--- src/rtl/mtr_diag_rd_if.sv ---
// Diagnostic read path signal bundle between a requester/meter-board side (master)
// and the mtr_diag_rd_seq sequencer (slave).
interface mtr_diag_rd_if;
  logic        rd_req_h;
  logic [2:0]  rd_func_h;
  logic        rd_busy_h;
  logic        rd_done_h;
  logic [17:0] rd_data_h;
  logic        rd_err_h;
  logic        ctl3_diag_rd_func_11x_l;
  logic        diag_04_b_h;
  logic        diag_05_b_h;
  logic        diag_06_b_h;
  logic [17:0] ebus_d_e_h;

  modport master (
    output rd_req_h, rd_func_h, ebus_d_e_h,
    input  rd_busy_h, rd_done_h, rd_data_h, rd_err_h,
           ctl3_diag_rd_func_11x_l, diag_04_b_h, diag_05_b_h, diag_06_b_h
  );

  modport slave (
    input  rd_req_h, rd_func_h, ebus_d_e_h,
    output rd_busy_h, rd_done_h, rd_data_h, rd_err_h,
           ctl3_diag_rd_func_11x_l, diag_04_b_h, diag_05_b_h, diag_06_b_h
  );
endinterface

--- src/rtl/mtr_diag_rd_seq.sv ---
// Meter-board diagnostic read sequencer: drives DIAG 04-06 and the diag read strobe,
// captures EBUS D18-D35. Define MTR_RD_STABLE_EN to require two equal captures.
//
// state  | meaning
// IDLE   | waiting for rd_req_h, strobe high, DIAG lines 0
// SETUP  | DIAG lines driven from latched code, strobe high
// STROBE | strobe low, EBUS captured on the last cycle
// GAP    | strobe high between repeat reads (MTR_RD_STABLE_EN only)
// DONE   | one-cycle rd_done_h pulse, DIAG lines 0
module mtr_diag_rd_seq #(
  parameter int unsigned SETUP_CYC  = 2,
  parameter int unsigned STROBE_CYC = 4,
  parameter int unsigned MAX_RETRY  = 3
) (
  input  logic         clk_mtr_h,
  input  logic         mr_reset_l,
  mtr_diag_rd_if.slave rd_if
);

  localparam int unsigned CNT_MAX = (SETUP_CYC > STROBE_CYC) ? SETUP_CYC : STROBE_CYC;
  localparam int unsigned CNT_W   = $clog2(CNT_MAX + 1);

  if (SETUP_CYC < 1 || STROBE_CYC < 1 || MAX_RETRY < 1) begin : g_param_check
    $error("mtr_diag_rd_seq: SETUP_CYC, STROBE_CYC and MAX_RETRY must all be >= 1");
  end

  typedef enum logic [2:0] {
    IDLE,
    SETUP,
    STROBE,
`ifdef MTR_RD_STABLE_EN
    GAP,
`endif
    DONE
  } state_t;

  state_t      state_q;
  logic [CNT_W-1:0] cnt_q;
  logic [2:0]  diag_q;
  logic        strobe_l_q;
  logic        busy_q;
  logic        done_q;
  logic [17:0] data_q;

`ifdef MTR_RD_STABLE_EN
  localparam int unsigned RTY_W = $clog2(MAX_RETRY + 1);
  logic [RTY_W-1:0] retry_q;
  logic [17:0]      cmp_q;
  logic             cmp_vld_q;
  logic             err_q;
`endif

  always_ff @(posedge clk_mtr_h or negedge mr_reset_l) begin
    if (!mr_reset_l) begin
      state_q    <= IDLE;
      cnt_q      <= '0;
      diag_q     <= '0;
      strobe_l_q <= 1'b1;
      busy_q     <= 1'b0;
      done_q     <= 1'b0;
      data_q     <= '0;
`ifdef MTR_RD_STABLE_EN
      retry_q    <= '0;
      cmp_q      <= '0;
      cmp_vld_q  <= 1'b0;
      err_q      <= 1'b0;
`endif
    end else begin
      case (state_q)
        IDLE: begin
          if (rd_if.rd_req_h) begin
            state_q <= SETUP;
            cnt_q   <= CNT_W'(SETUP_CYC - 1);
            diag_q  <= rd_if.rd_func_h;
            busy_q  <= 1'b1;
`ifdef MTR_RD_STABLE_EN
            retry_q   <= '0;
            cmp_vld_q <= 1'b0;
`endif
          end
        end

        SETUP: begin
          if (cnt_q == '0) begin
            state_q    <= STROBE;
            strobe_l_q <= 1'b0;
            cnt_q      <= CNT_W'(STROBE_CYC - 1);
          end else begin
            cnt_q <= cnt_q - 1'b1;
          end
        end

        STROBE: begin
          if (cnt_q != '0) begin
            cnt_q <= cnt_q - 1'b1;
          end else begin
            strobe_l_q <= 1'b1;
`ifdef MTR_RD_STABLE_EN
            // Compare against the previous capture; a mismatch means EBUS was still settling.
            if (!cmp_vld_q) begin
              cmp_q     <= rd_if.ebus_d_e_h;
              cmp_vld_q <= 1'b1;
              state_q   <= GAP;
            end else if (rd_if.ebus_d_e_h == cmp_q) begin
              state_q <= DONE;
              done_q  <= 1'b1;
              data_q  <= rd_if.ebus_d_e_h;
              diag_q  <= '0;
              err_q   <= 1'b0;
            end else if (retry_q == RTY_W'(MAX_RETRY - 1)) begin
              state_q <= DONE;
              done_q  <= 1'b1;
              data_q  <= rd_if.ebus_d_e_h;
              diag_q  <= '0;
              err_q   <= 1'b1;
            end else begin
              retry_q <= retry_q + 1'b1;
              cmp_q   <= rd_if.ebus_d_e_h;
              state_q <= GAP;
            end
`else
            state_q <= DONE;
            done_q  <= 1'b1;
            data_q  <= rd_if.ebus_d_e_h;
            diag_q  <= '0;
`endif
          end
        end

`ifdef MTR_RD_STABLE_EN
        GAP: begin
          state_q    <= STROBE;
          strobe_l_q <= 1'b0;
          cnt_q      <= CNT_W'(STROBE_CYC - 1);
        end
`endif

        DONE: begin
          state_q <= IDLE;
          done_q  <= 1'b0;
          busy_q  <= 1'b0;
`ifdef MTR_RD_STABLE_EN
          err_q   <= 1'b0;
`endif
        end

        default: begin
          state_q    <= IDLE;
          strobe_l_q <= 1'b1;
          diag_q     <= '0;
          busy_q     <= 1'b0;
          done_q     <= 1'b0;
        end
      endcase
    end
  end

  assign rd_if.rd_busy_h               = busy_q;
  assign rd_if.rd_done_h               = done_q;
  assign rd_if.rd_data_h               = data_q;
  assign rd_if.ctl3_diag_rd_func_11x_l = strobe_l_q;
  assign rd_if.diag_04_b_h             = diag_q[2];
  assign rd_if.diag_05_b_h             = diag_q[1];
  assign rd_if.diag_06_b_h             = diag_q[0];
`ifdef MTR_RD_STABLE_EN
  assign rd_if.rd_err_h                = err_q;
`else
  assign rd_if.rd_err_h                = 1'b0;
`endif

endmodule

--- src/flat_wrapper.sv ---
// flat-port wrapper written by rule: the top's interface ports become plain ports
module mtr_diag_rd_seq_flat 
#(
  parameter int unsigned SETUP_CYC  = 2,
  parameter int unsigned STROBE_CYC = 4,
  parameter int unsigned MAX_RETRY  = 3
)
  (clk_mtr_h, mr_reset_l, rd_if_rd_req_h, rd_if_rd_func_h, rd_if_ebus_d_e_h, rd_if_rd_busy_h, rd_if_rd_done_h, rd_if_rd_data_h, rd_if_rd_err_h, rd_if_ctl3_diag_rd_func_11x_l, rd_if_diag_04_b_h, rd_if_diag_05_b_h, rd_if_diag_06_b_h);
  mtr_diag_rd_if rd_if_i ();
  input  logic clk_mtr_h;
  input  logic mr_reset_l;
  input wire logic [$bits(rd_if_i.rd_req_h)-1:0] rd_if_rd_req_h;
  input wire logic [$bits(rd_if_i.rd_func_h)-1:0] rd_if_rd_func_h;
  input wire logic [$bits(rd_if_i.ebus_d_e_h)-1:0] rd_if_ebus_d_e_h;
  output wire logic [$bits(rd_if_i.rd_busy_h)-1:0] rd_if_rd_busy_h;
  output wire logic [$bits(rd_if_i.rd_done_h)-1:0] rd_if_rd_done_h;
  output wire logic [$bits(rd_if_i.rd_data_h)-1:0] rd_if_rd_data_h;
  output wire logic [$bits(rd_if_i.rd_err_h)-1:0] rd_if_rd_err_h;
  output wire logic [$bits(rd_if_i.ctl3_diag_rd_func_11x_l)-1:0] rd_if_ctl3_diag_rd_func_11x_l;
  output wire logic [$bits(rd_if_i.diag_04_b_h)-1:0] rd_if_diag_04_b_h;
  output wire logic [$bits(rd_if_i.diag_05_b_h)-1:0] rd_if_diag_05_b_h;
  output wire logic [$bits(rd_if_i.diag_06_b_h)-1:0] rd_if_diag_06_b_h;
  assign rd_if_i.rd_req_h = rd_if_rd_req_h;
  assign rd_if_i.rd_func_h = rd_if_rd_func_h;
  assign rd_if_i.ebus_d_e_h = rd_if_ebus_d_e_h;
  assign rd_if_rd_busy_h = rd_if_i.rd_busy_h;
  assign rd_if_rd_done_h = rd_if_i.rd_done_h;
  assign rd_if_rd_data_h = rd_if_i.rd_data_h;
  assign rd_if_rd_err_h = rd_if_i.rd_err_h;
  assign rd_if_ctl3_diag_rd_func_11x_l = rd_if_i.ctl3_diag_rd_func_11x_l;
  assign rd_if_diag_04_b_h = rd_if_i.diag_04_b_h;
  assign rd_if_diag_05_b_h = rd_if_i.diag_05_b_h;
  assign rd_if_diag_06_b_h = rd_if_i.diag_06_b_h;
  mtr_diag_rd_seq #(.SETUP_CYC(SETUP_CYC), .STROBE_CYC(STROBE_CYC), .MAX_RETRY(MAX_RETRY)) u_core (.clk_mtr_h(clk_mtr_h), .mr_reset_l(mr_reset_l), .rd_if(rd_if_i));
endmodule
--- config.mk ---
export PLATFORM = sky130hd
export DESIGN_NAME = mtr_diag_rd_seq_flat
export DESIGN_NICKNAME = d
export VERILOG_FILES = /design/src/rtl/mtr_diag_rd_if.sv /design/src/rtl/mtr_diag_rd_seq.sv /design/src/flat_wrapper.sv
export SDC_FILE = /design/constraint.sdc
export NUM_CORES = 1
export LEC_CHECK = 0
export CELL_PAD_IN_SITES_DETAIL_PLACEMENT = 0
export CELL_PAD_IN_SITES_GLOBAL_PLACEMENT = 1
export CORE_ASPECT_RATIO = 0.8
export CORE_UTILIZATION = 35
export DETAILED_ROUTE_END_ITERATION = 10
export GPL_TIMING_DRIVEN = 0
export PLACE_DENSITY_LB_ADDON = 0.1
export SKIP_CTS_REPAIR_TIMING = 1
export SYNTH_ARGS = -nofsm -noshare
export SYNTH_HDL_FRONTEND = slang
export SYNTH_SLANG_ARGS = --single-unit
--- constraint.sdc ---
create_clock -name clk_mtr_h -period 3.3 [get_ports clk_mtr_h]
set_input_delay 0.66 -clock clk_mtr_h [delete_from_list [all_inputs] [get_ports clk_mtr_h]]
set_output_delay 0.66 -clock clk_mtr_h [all_outputs]
set_load 0.005 [all_outputs]
==> results.py, run 1 <==
metrics = {
    "run_status": {
        "status": "completed",
    },
    "die": {
        "core_um2": 3570,
        "io_pins": 49,
        "initial_core_util_pct": 37.9,
        "placement_rows": 19,
        "die-area_um2": 4110,
        "fp.dieH_um": 57.6,
        "die_x_um": 71.5,
    },
    "place": {
        "gp_congestion": 0.737,
        "hpwl_mm": 2.09,
        "port_buffers": 47,
    },
    "drt": {
        "first_pass_iters": 4,
        "final_antenna_net_count": 0,
        "wl_mm": 2.84,
        "vias": 1018,
        "drt_iter0_drc": 53,
        "drcViolationCount": 0,
        "wl_per_cell_um": 13.8,
        "vias_per_cell": 4.97,
    },
    "critical_path": {
        "arrival_ns": 1.30,
        "worstSetupStartpoint": "u_core.rd_if.ctl3_diag_rd_func_11x_l",
        "critPathBufInv": 1,
        "crit_slowest_cell": "dfstp_2",
        "crit_family": "flip-flops",
        "critical_path_class": "register to output port",
        "critPathMaxStageDelay_ns": 0.53,
        "crit_chain": "clkdlybuf4s50_1",
        "start_kind": "register",
        "worst-r2r-setup-slack_ns": 1.55,
        "cp_max_fo": 2,
        "crit_path_end_kind": "output port",
        "cp.required_ns": 2.64,
        "timing.rr.start": "u_core.state_q[0]",
    },
    "synth": {
        "syn-num-nets": 138,
        "synth_area_um2": 1350,
        "syn_area_per_cell_um2": 12.5,
        "ys_types": 31,
        "ys_seq_area_share_pct": 53.8,
        "synthCells": 108,
        "yosys_warnings": 0,
        "ys_seq_elements": 29,
    },
    "clocking": {
        "clock_path_buffers": 2,
        "cts_root_buf": "clkbuf_8",
        "htree_levels": 2,
        "clk_latency_ns": 0.27,
        "cts_made_buffers": 5,
        "clock_sinks": 29,
        "clkTransAtPathRegs_ns": 0.07,
        "cts_tree": "yes",
    },
    "sta": {
        "finalSetupViolations": 0,
        "clock.fmax_mhz": 509,
        "fin_skew_ns": 0.00797,
        "slew_headroom_pct": 57.1,
        "finalMaxSlewViolations": 0,
        "hold_violations": 0,
        "period_share_pct": 59.5,
        "fin_tns_setup_ns": 0,
        "grt_setup_unrepaired": "false",
        "period_minus_slack_ns": 1.96,
        "tightest_slew_ns": 0.643,
    },
    "final_layout": {
        "syn2layout_area_growth_pct": 45.8,
        "drive_gt1_share_pct": 22.7,
        "nets": 192,
        "diodes": 0,
    },
    "grt": {
        "grt_max_degree": 30,
        "antenna_found_initial": 0,
        "track_usage_pct": 15.5,
        "grt_pass1_vias": 1061,
        "globalRoute.totalOverflow": 0,
        "grt_pass1_wl_mm": 4.84,
    },
    "power": {
        "power_mw": 1.91,
        "powerDensity_nw_per_um2": 967,
        "p_leak_nw": 0.865,
        "ir_worst_vdd_mv": 0.427,
    },
    "flow_run": {
        "maxCapViolations": 0,
    },
    "min_path": {
        "hold_path.class": "input port to async pin",
    },
}
-- sequential cells by signal (all words and copies together), names as in the netlist --
| signal | cells |
|---|---|
| u_core.rd_if.rd_busy_h | 1 |
| u_core.rd_if.rd_data_h | 18 |
| u_core.cnt_q | 3 |
| u_core.rd_if.rd_done_h | 1 |
| u_core.state_q | 2 |
| u_core.diag_q | 3 |
| u_core.rd_if.ctl3_diag_rd_func_11x_l | 1 |
-- cell type report --
type | instances | area (um^2)
fill | 331 | 1600
sequential | 29 | 727
multi-input combinational | 69 | 571
timing repair buffer | 47 | 465
clock buffer | 7 | 96.3
tap | 42 | 52.6
buffer | 4 | 31.3
inverter | 6 | 22.5
clock inverter | 1 | 5.00
-- Yosys cell counts (all sizes together) --
master   n  area, um^2
o22ai    2        12.5
nor3     2        15.0
a211o    1        8.76
nand2b   1        6.26
a21boi   1        7.51
dfstp    1        26.3
nand4    3        18.8
nor2b    3        33.8
a211oi   2        27.5
o21ai    1        5.00
o31ai    1        7.51
clkbuf   1        5.00
mux2i    1        10.0
ha       6        75.1
nand3    3        15.0
nand2    8        37.5
a22oi    1        7.51
nor2     4        15.0
conb     1        3.75
inv      6        22.5
a21oi    7        35.0
a22o     2        17.5
buf      3        26.3
dfrtp   28         701
mux2    18         203
nor4b    1        8.76
-- cells by family after synthesis --
kind of cell / after synthesis / synth area share [%]
AO/OA/AOI/OAI: 18 / 9.54
adder cells (fa/ha/maj): 6 / 5.56
buffers and inverters: 10 / 3.98
flip-flops: 29 / 53.8
multiplexers: 19 / 15.7
other: 1 / 0.278
AND/OR/NAND/NOR: 25 / 11.1
-- worst paths after layout --
| check | endpoint | depth (start not counted) |
|---|---|---|
| worst max-delay path | rd_if_ctl3_diag_rd_func_11x_l | 1 |
| worst min-delay path | u_core.state_q[1] | 1 |
| worst max register to register | u_core.cnt_q[2] | 6 |
| worst min register to register | u_core.rd_if.rd_data_h[7] | 1 |
| max in group asynchronous | u_core.rd_if.rd_data_h[7] | 1 |
| min in group clk_mtr_h | u_core.rd_if.rd_data_h[7] | 1 |
-- through the flow --
stage          setup slack, ns  util, %  cells  hold WS (ns)  cell area [um^2]
3_3_place_gp              1.06     52.6    197         0.485              1870
6_report                  1.34     55.3    205         0.403              1970
2_1_floorplan             1.76        -    108         0.364              1350
3_5_place_dp              1.02     52.6    197         0.490              1870
5_1_grt                   1.29     55.3    205         0.458              1970
4_1_cts                   1.31     55.4    205         0.507              1980
-- where the power goes --
group / internal (mW) / switching [mW]
Clock: 0.188 / 0.129
Sequential: 0.526 / 0.0861
Combinational: 0.553 / 0.423
-- placed cells by master, fill, tap and decap left out, drive strengths merged --
master         count
conb               1
mux2i              1
o31ai              1
clkdlybuf4s50     46
nor4b              1
a211oi             2
o22ai              2
nor3               2
inv                6
buf                4
o21ai              1
nor2b              3
clkbuf             8
clkinv             1
dfrtp             28
a211o              1
nand4              3
a22o               2
a22oi              1
ha                 6
nand2              8
mux2              18
nand3              3
a21boi             1
a21oi              7
dfstp              1
nand2b             1
nor2               4
-- per-layer routing --
layer	track usage, %	up-vias	share of wire [%]
met1	20.0	491	47
met4	5.04	0	0.39
met2	24.5	35	45
met3	5.48	2	7.8
li1	-	490	-
met5	0	-	0
Note: power is estimated with default switching activity, not from simulation.
==> run 2, diff against run 1 <==
--- a/config.mk
+++ b/config.mk
@@ -8,7 +8,7 @@
 export CELL_PAD_IN_SITES_DETAIL_PLACEMENT = 0
 export CELL_PAD_IN_SITES_GLOBAL_PLACEMENT = 1
 export CORE_ASPECT_RATIO = 0.8
-export CORE_UTILIZATION = 35
+export CORE_UTILIZATION = 30
 export DETAILED_ROUTE_END_ITERATION = 10
 export GPL_TIMING_DRIVEN = 0
 export PLACE_DENSITY_LB_ADDON = 0.1
==> constraint.sdc (replaced) <==
create_clock -name clk_mtr_h -period 1.8 [get_ports clk_mtr_h]
set_input_delay 0.36 -clock clk_mtr_h [delete_from_list [all_inputs] [get_ports clk_mtr_h]]
set_output_delay 0.36 -clock clk_mtr_h [all_outputs]
set_load 0.005 [all_outputs]
==> results.py, run 2 (same netlist as run 1, synthesis figures left out) <==
metrics = {
    "grt": {
        "globalRoute.totalOverflow": 0,
        "grt_pass1_wl_mm": 5.04,
        "grt_pass1_vias": 1033,
        "track_usage_pct": 14.1,
        "grt_max_degree": 30,
        "antenna_found_initial": 0,
    },
    "clocking": {
        "clkTransAtPathRegs_ns": 0.07,
        "cts_root_buf": "clkbuf_8",
        "cts_tree": "yes",
        "clk_latency_ns": 0.28,
        "clock_path_buffers": 2,
        "cts_made_buffers": 5,
        "clock_sinks": 29,
        "htree_levels": 2,
    },
    "sta": {
        "grt_setup_unrepaired": "false",
        "finalMaxSlewViolations": 0,
        "tightest_slew_ns": 0.675,
        "hold_slack_ns": 0.109,
        "clock.fmax_mhz": 595,
        "period_share_pct": 93.4,
        "slew_headroom_pct": 55.0,
        "period_minus_slack_ns": 1.68,
        "finalSetupViolations": 0,
        "worst_slack_ns": 0.119,
        "fin_skew_ns": 0.00744,
        "hold_violations": 0,
        "fin_tns_setup_ns": 0,
    },
    "die": {
        "initial_core_util_pct": 31.7,
        "fp.dieH_um": 62.0,
        "placement_rows": 21,
        "io_pins": 49,
        "die_x_um": 77.0,
        "core_um2": 4260,
        "die-area_um2": 4780,
    },
    "drt": {
        "wl_per_cell_um": 13.5,
        "vias": 1007,
        "first_pass_iters": 4,
        "vias_per_cell": 4.58,
        "drt_iter0_drc": 17,
        "final_antenna_net_count": 0,
        "wl_mm": 2.96,
        "drcViolationCount": 0,
    },
    "critical_path": {
        "cp_max_fo": 9,
        "crit_path_end_kind": "register",
        "crit_chain": "inv_2 -> ha_1 -> buf_6 -> nor3_2 -> a211oi_4 -> o31ai_2 -> a22o_1",
        "worst-r2r-setup-slack_ns": 0.12,
        "cp.required_ns": 1.97,
        "critical_path_class": "register to register",
        "timing.rr.start": "u_core.state_q[0]",
        "crit_slowest_cell": "dfrtp_1",
        "worstReg2RegEnd": "u_core.cnt_q[2]",
        "critPathMaxStageDelay_ns": 0.41,
        "arrival_ns": 1.85,
        "worstSetupEndpoint": "u_core.cnt_q[2]",
        "rr_worst_depth": 7,
        "start_kind": "register",
        "worstSetupStartpoint": "u_core.state_q[0]",
    },
    "place": {
        "pre_cts_slack_ns": -0.211,
        "port_buffers": 47,
        "gp_congestion": 0.776,
        "hpwl_mm": 2.12,
    },
    "final_layout": {
        "diodes": 0,
        "largest_reg_flops": 18,
        "syn2layout_area_growth_pct": 47.1,
        "final_common_cell": "clkdlybuf4s50_1",
        "utilization_pct": 46.7,
        "nets": 192,
        "drive_gt1_share_pct": 24.5,
        "most-common-layout-cells": "clkdlybuf4s50_1 (46), dfrtp_1 (28), mux2_2 (18)",
    },
    "power": {
        "ir_worst_vdd_mv": 0.615,
        "power_mw": 3.49,
        "p_leak_nw": 0.855,
        "powerDensity_nw_per_um2": 1750,
    },
    "flow_run": {
        "maxCapViolations": 0,
    },
    "run_status": {
        "status": "completed",
    },
    "min_path": {
        "hold_path.class": "input port to async pin",
    },
}
==> run 2: changes by cell type in the layout (fill, tap and decap cells not counted), sizes merged <==
cell,previous run,this run
buf,4,5
clkbuf,8,5
clkinvlp,0,1
clkinv,1,2
==> run 2: worst min path at each step <==
stage / slack (ns) / startpoint / cells past startpoint / end
floorplan: 0.06 / mr_reset_l / 0 / u_core.cnt_q[0]
global placement: 0.49 / u_core.rd_if.rd_data_h[3] / 1 / u_core.rd_if.rd_data_h[3]
detailed placement: 0.49 / u_core.rd_if.rd_data_h[2] / 1 / u_core.rd_if.rd_data_h[2]
CTS: 0.51 / u_core.rd_if.rd_data_h[2] / 1 / u_core.rd_if.rd_data_h[2]
global route: 0.15 / mr_reset_l / 1 / u_core.diag_q[1]
finish: 0.11 / mr_reset_l / 1 / u_core.diag_q[1]
==> run 2: layout make-up <==
| cell class | count | area (um^2) |
|---|---|---|
| buffer | 4 | 37.5 |
| clock buffer | 5 | 68.8 |
| clock inverter | 3 | 17.5 |
| fill | 407 | 2270 |
| inverter | 6 | 22.5 |
| multi-input combinational | 69 | 578 |
| sequential | 29 | 727 |
| tap | 57 | 71.3 |
| timing repair buffer | 47 | 465 |
==> run 2: per-stage QoR <==
step,cells,area (um^2)
floorplan,108,1350
detailed placement,212,1890
global placement,212,1890
finish,220,1990
CTS,220,1980
global route,220,1990
==> run 2: where the power goes <==
part / internal, mW / switching (mW) / leakage, nW / total, mW
Combinational: 1.05 / 0.793 / 0.462 / 1.85
Clock: 0.266 / 0.256 / 0.0439 / 0.522
Sequential: 0.964 / 0.156 / 0.349 / 1.12
Total: 2.28 / 1.20 / 0.855 / 3.49
==> run 2: layer usage <==
layer / vias up / global-route usage [%] / share of wire, %
met5: - / 0 / 0
met2: 36 / 22.2 / 45
li1: 482 / - / -
met3: 5 / 6.28 / 6.3
met1: 484 / 17.6 / 48
met4: 0 / 4.85 / 1.0
==> run 2: critical path, delay by kind of cell, from the launching register on <==
| kind | cells | cell delay (ns) |
|---|---|---|
| AOI/OAI and AO/OA | 3 | 0.67 |
| buffers and inverters | 2 | 0.24 |
| DFF | 1 | 0.41 |
| and+or+nand+nor | 1 | 0.08 |
| adders and majority gates | 1 | 0.16 |
==> run 3, diff against run 2 <==
--- a/config.mk
+++ b/config.mk
@@ -13,6 +13,7 @@
 export GPL_TIMING_DRIVEN = 0
 export PLACE_DENSITY_LB_ADDON = 0.1
 export SKIP_CTS_REPAIR_TIMING = 1
+export SLEW_MARGIN = 10
 export SYNTH_ARGS = -nofsm -noshare
 export SYNTH_HDL_FRONTEND = slang
 export SYNTH_SLANG_ARGS = --single-unit
==> results.py, run 3 (same netlist as run 1, synthesis figures left out) <==
metrics = {
    "grt": {
        "grt_pass1_wl_mm": 4.93,
        "grt_max_degree": 30,
        "track_usage_pct": 13.9,
        "antenna_found_initial": 0,
        "globalRoute.totalOverflow": 0,
        "grt_pass1_vias": 1030,
    },
    "final_layout": {
        "drive_gt1_share_pct": 23.9,
        "most-common-layout-cells": "clkdlybuf4s50_1 (46), dfrtp_1 (28), mux2_2 (18)",
        "multiInputGateArea_um2": 573,
        "n_fill_cell": 416,
        "nets": 192,
        "largest_reg_flops": 18,
        "syn2layout_area_growth_pct": 46.8,
        "final_common_cell": "clkdlybuf4s50_1",
        "utilization_pct": 46.6,
        "diodes": 0,
        "regArea_um2": 727,
    },
    "drt": {
        "wl_mm": 2.93,
        "final_antenna_net_count": 0,
        "drcViolationCount": 0,
        "wl_per_cell_um": 13.3,
        "vias_per_cell": 4.60,
        "first_pass_iters": 4,
        "vias": 1013,
        "drt_iter0_drc": 25,
    },
    "die": {
        "fp.dieH_um": 62.0,
        "placement_rows": 21,
        "io_pins": 49,
        "core_um2": 4260,
        "initial_core_util_pct": 31.7,
        "die-area_um2": 4780,
        "die_x_um": 77.0,
    },
    "critical_path": {
        "crit_slowest_cell": "dfrtp_1",
        "critPathMaxStageDelay_ns": 0.40,
        "cp.required_ns": 1.97,
        "arrival_ns": 1.85,
        "critical_path_class": "register to register",
        "start_kind": "register",
        "crit_chain": "inv_1 -> ha_1 -> clkbuf_4 -> nor3_2 -> a211oi_4 -> o31ai_1 -> a22o_1",
        "crit_path_end_kind": "register",
        "cp_max_fo": 8,
    },
    "sta": {
        "hold_slack_ns": 0.0978,
        "period_share_pct": 93.8,
        "tightest_slew_ns": 0.659,
        "grt_setup_unrepaired": "false",
        "fin_skew_ns": 0.00888,
        "finalSetupViolations": 0,
        "period_minus_slack_ns": 1.69,
        "clock.fmax_mhz": 592,
        "worst_slack_ns": 0.112,
        "slew_headroom_pct": 56.1,
        "finalMaxSlewViolations": 0,
        "hold_violations": 0,
    },
    "power": {
        "p_clk_share_pct": 15.2,
        "ir_worst_vdd_mv": 0.629,
        "p_int_mw": 2.27,
        "p_switching_mw": 1.19,
        "p_seq_share_pct": 32.3,
        "p_leak_nw": 0.853,
        "swShare_pct": 34.4,
        "p_comb_share_pct": 52.6,
        "powerDensity_nw_per_um2": 1750,
    },
    "clocking": {
        "cts_tree": "yes",
        "clk_latency_ns": 0.28,
        "clkTransAtPathRegs_ns": 0.07,
        "htree_levels": 2,
        "clock_path_buffers": 2,
        "cts_root_buf": "clkbuf_8",
        "cts_made_buffers": 5,
        "clock_sinks": 29,
    },
    "min_path": {
        "hold_path.class": "input port to async pin",
    },
    "place": {
        "hpwl_mm": 2.12,
        "gp_congestion": 0.776,
        "pre_cts_slack_ns": -0.0774,
        "port_buffers": 47,
    },
    "run_status": {
        "status": "completed",
    },
    "flow_run": {
        "maxCapViolations": 0,
    },
}
==> run 3: cell types whose count changed in the layout (fill, tap and decap cells not counted), sizes merged <==
cell    change
clkbuf      +1
buf         -1
==> run 3: cell type report <==
class                   instances  area share, %
plain buffers                   4           1.89
flip-flops and latches         29           36.7
inverters                       6           1.14
repair buffers                 47           23.5
well taps                      57           3.60
clock inverters                 3          0.883
multi-input cells              69           28.9
clock buffers                   5           3.47
==> run 3: final timing paths <==
check,startpoint,end,slack [ns],cells past startpoint
max,u_core.state_q[1],u_core.cnt_q[2],0.11,7
min in group clk_mtr_h,u_core.rd_if.rd_data_h[2],u_core.rd_if.rd_data_h[2],0.50,1
min,mr_reset_l,u_core.diag_q[1],0.1,1
max in group asynchronous,mr_reset_l,u_core.rd_if.rd_data_h[10],1.27,1
min reg2reg,u_core.rd_if.rd_data_h[2],u_core.rd_if.rd_data_h[2],0.50,1
max reg2reg,u_core.state_q[1],u_core.cnt_q[2],0.11,7
==> run 3: critical path, delay by kind of cell, from the launching register on <==
kind	cells	cell delay (ns)
AO/OA/AOI/OAI	3	0.65
buffers and inverters	2	0.30
flip-flops	1	0.40
AND/OR/NAND/NOR	1	0.08
adder cells (fa/ha/maj)	1	0.15
==> run 3: per-stage QoR <==
| stage | std cells | total power, mW | instance area (um^2) | TNS (ns) |
|---|---|---|---|---|
| finish | 220 | 3.46 | 1980 | 0 |
| floorplan | 108 | 2.16 | 1350 | 0 |
| CTS | 220 | 3.49 | 1970 | 0 |
| global route | 220 | 3.76 | 1980 | 0 |
| detailed placement | 212 | 2.94 | 1890 | -0.0774 |
| global placement | 212 | 2.90 | 1890 | -4.94 |
==> run 3: power groups by stage <==
stage                     Sequential [mW]  Clock (mW)  Combinational [mW]
after CTS                            1.12       0.549                1.82
after global placement               1.12           0                1.78
after global routing                 1.16       0.577                2.02
after floorplan                      1.14           0                1.02
final                                1.12       0.526                1.82
after detailed placement             1.13           0                1.81
==> run 3: per-layer routing <==
layer	wire length, um	share of wire [%]	track usage (%)	vias up
li1	-	-	-	487
met1	1420	48	17.1	486
met2	1290	44	22.1	35
met3	197	6.7	6.57	5
met4	34	1.2	4.85	0
met5	0	0	0	-
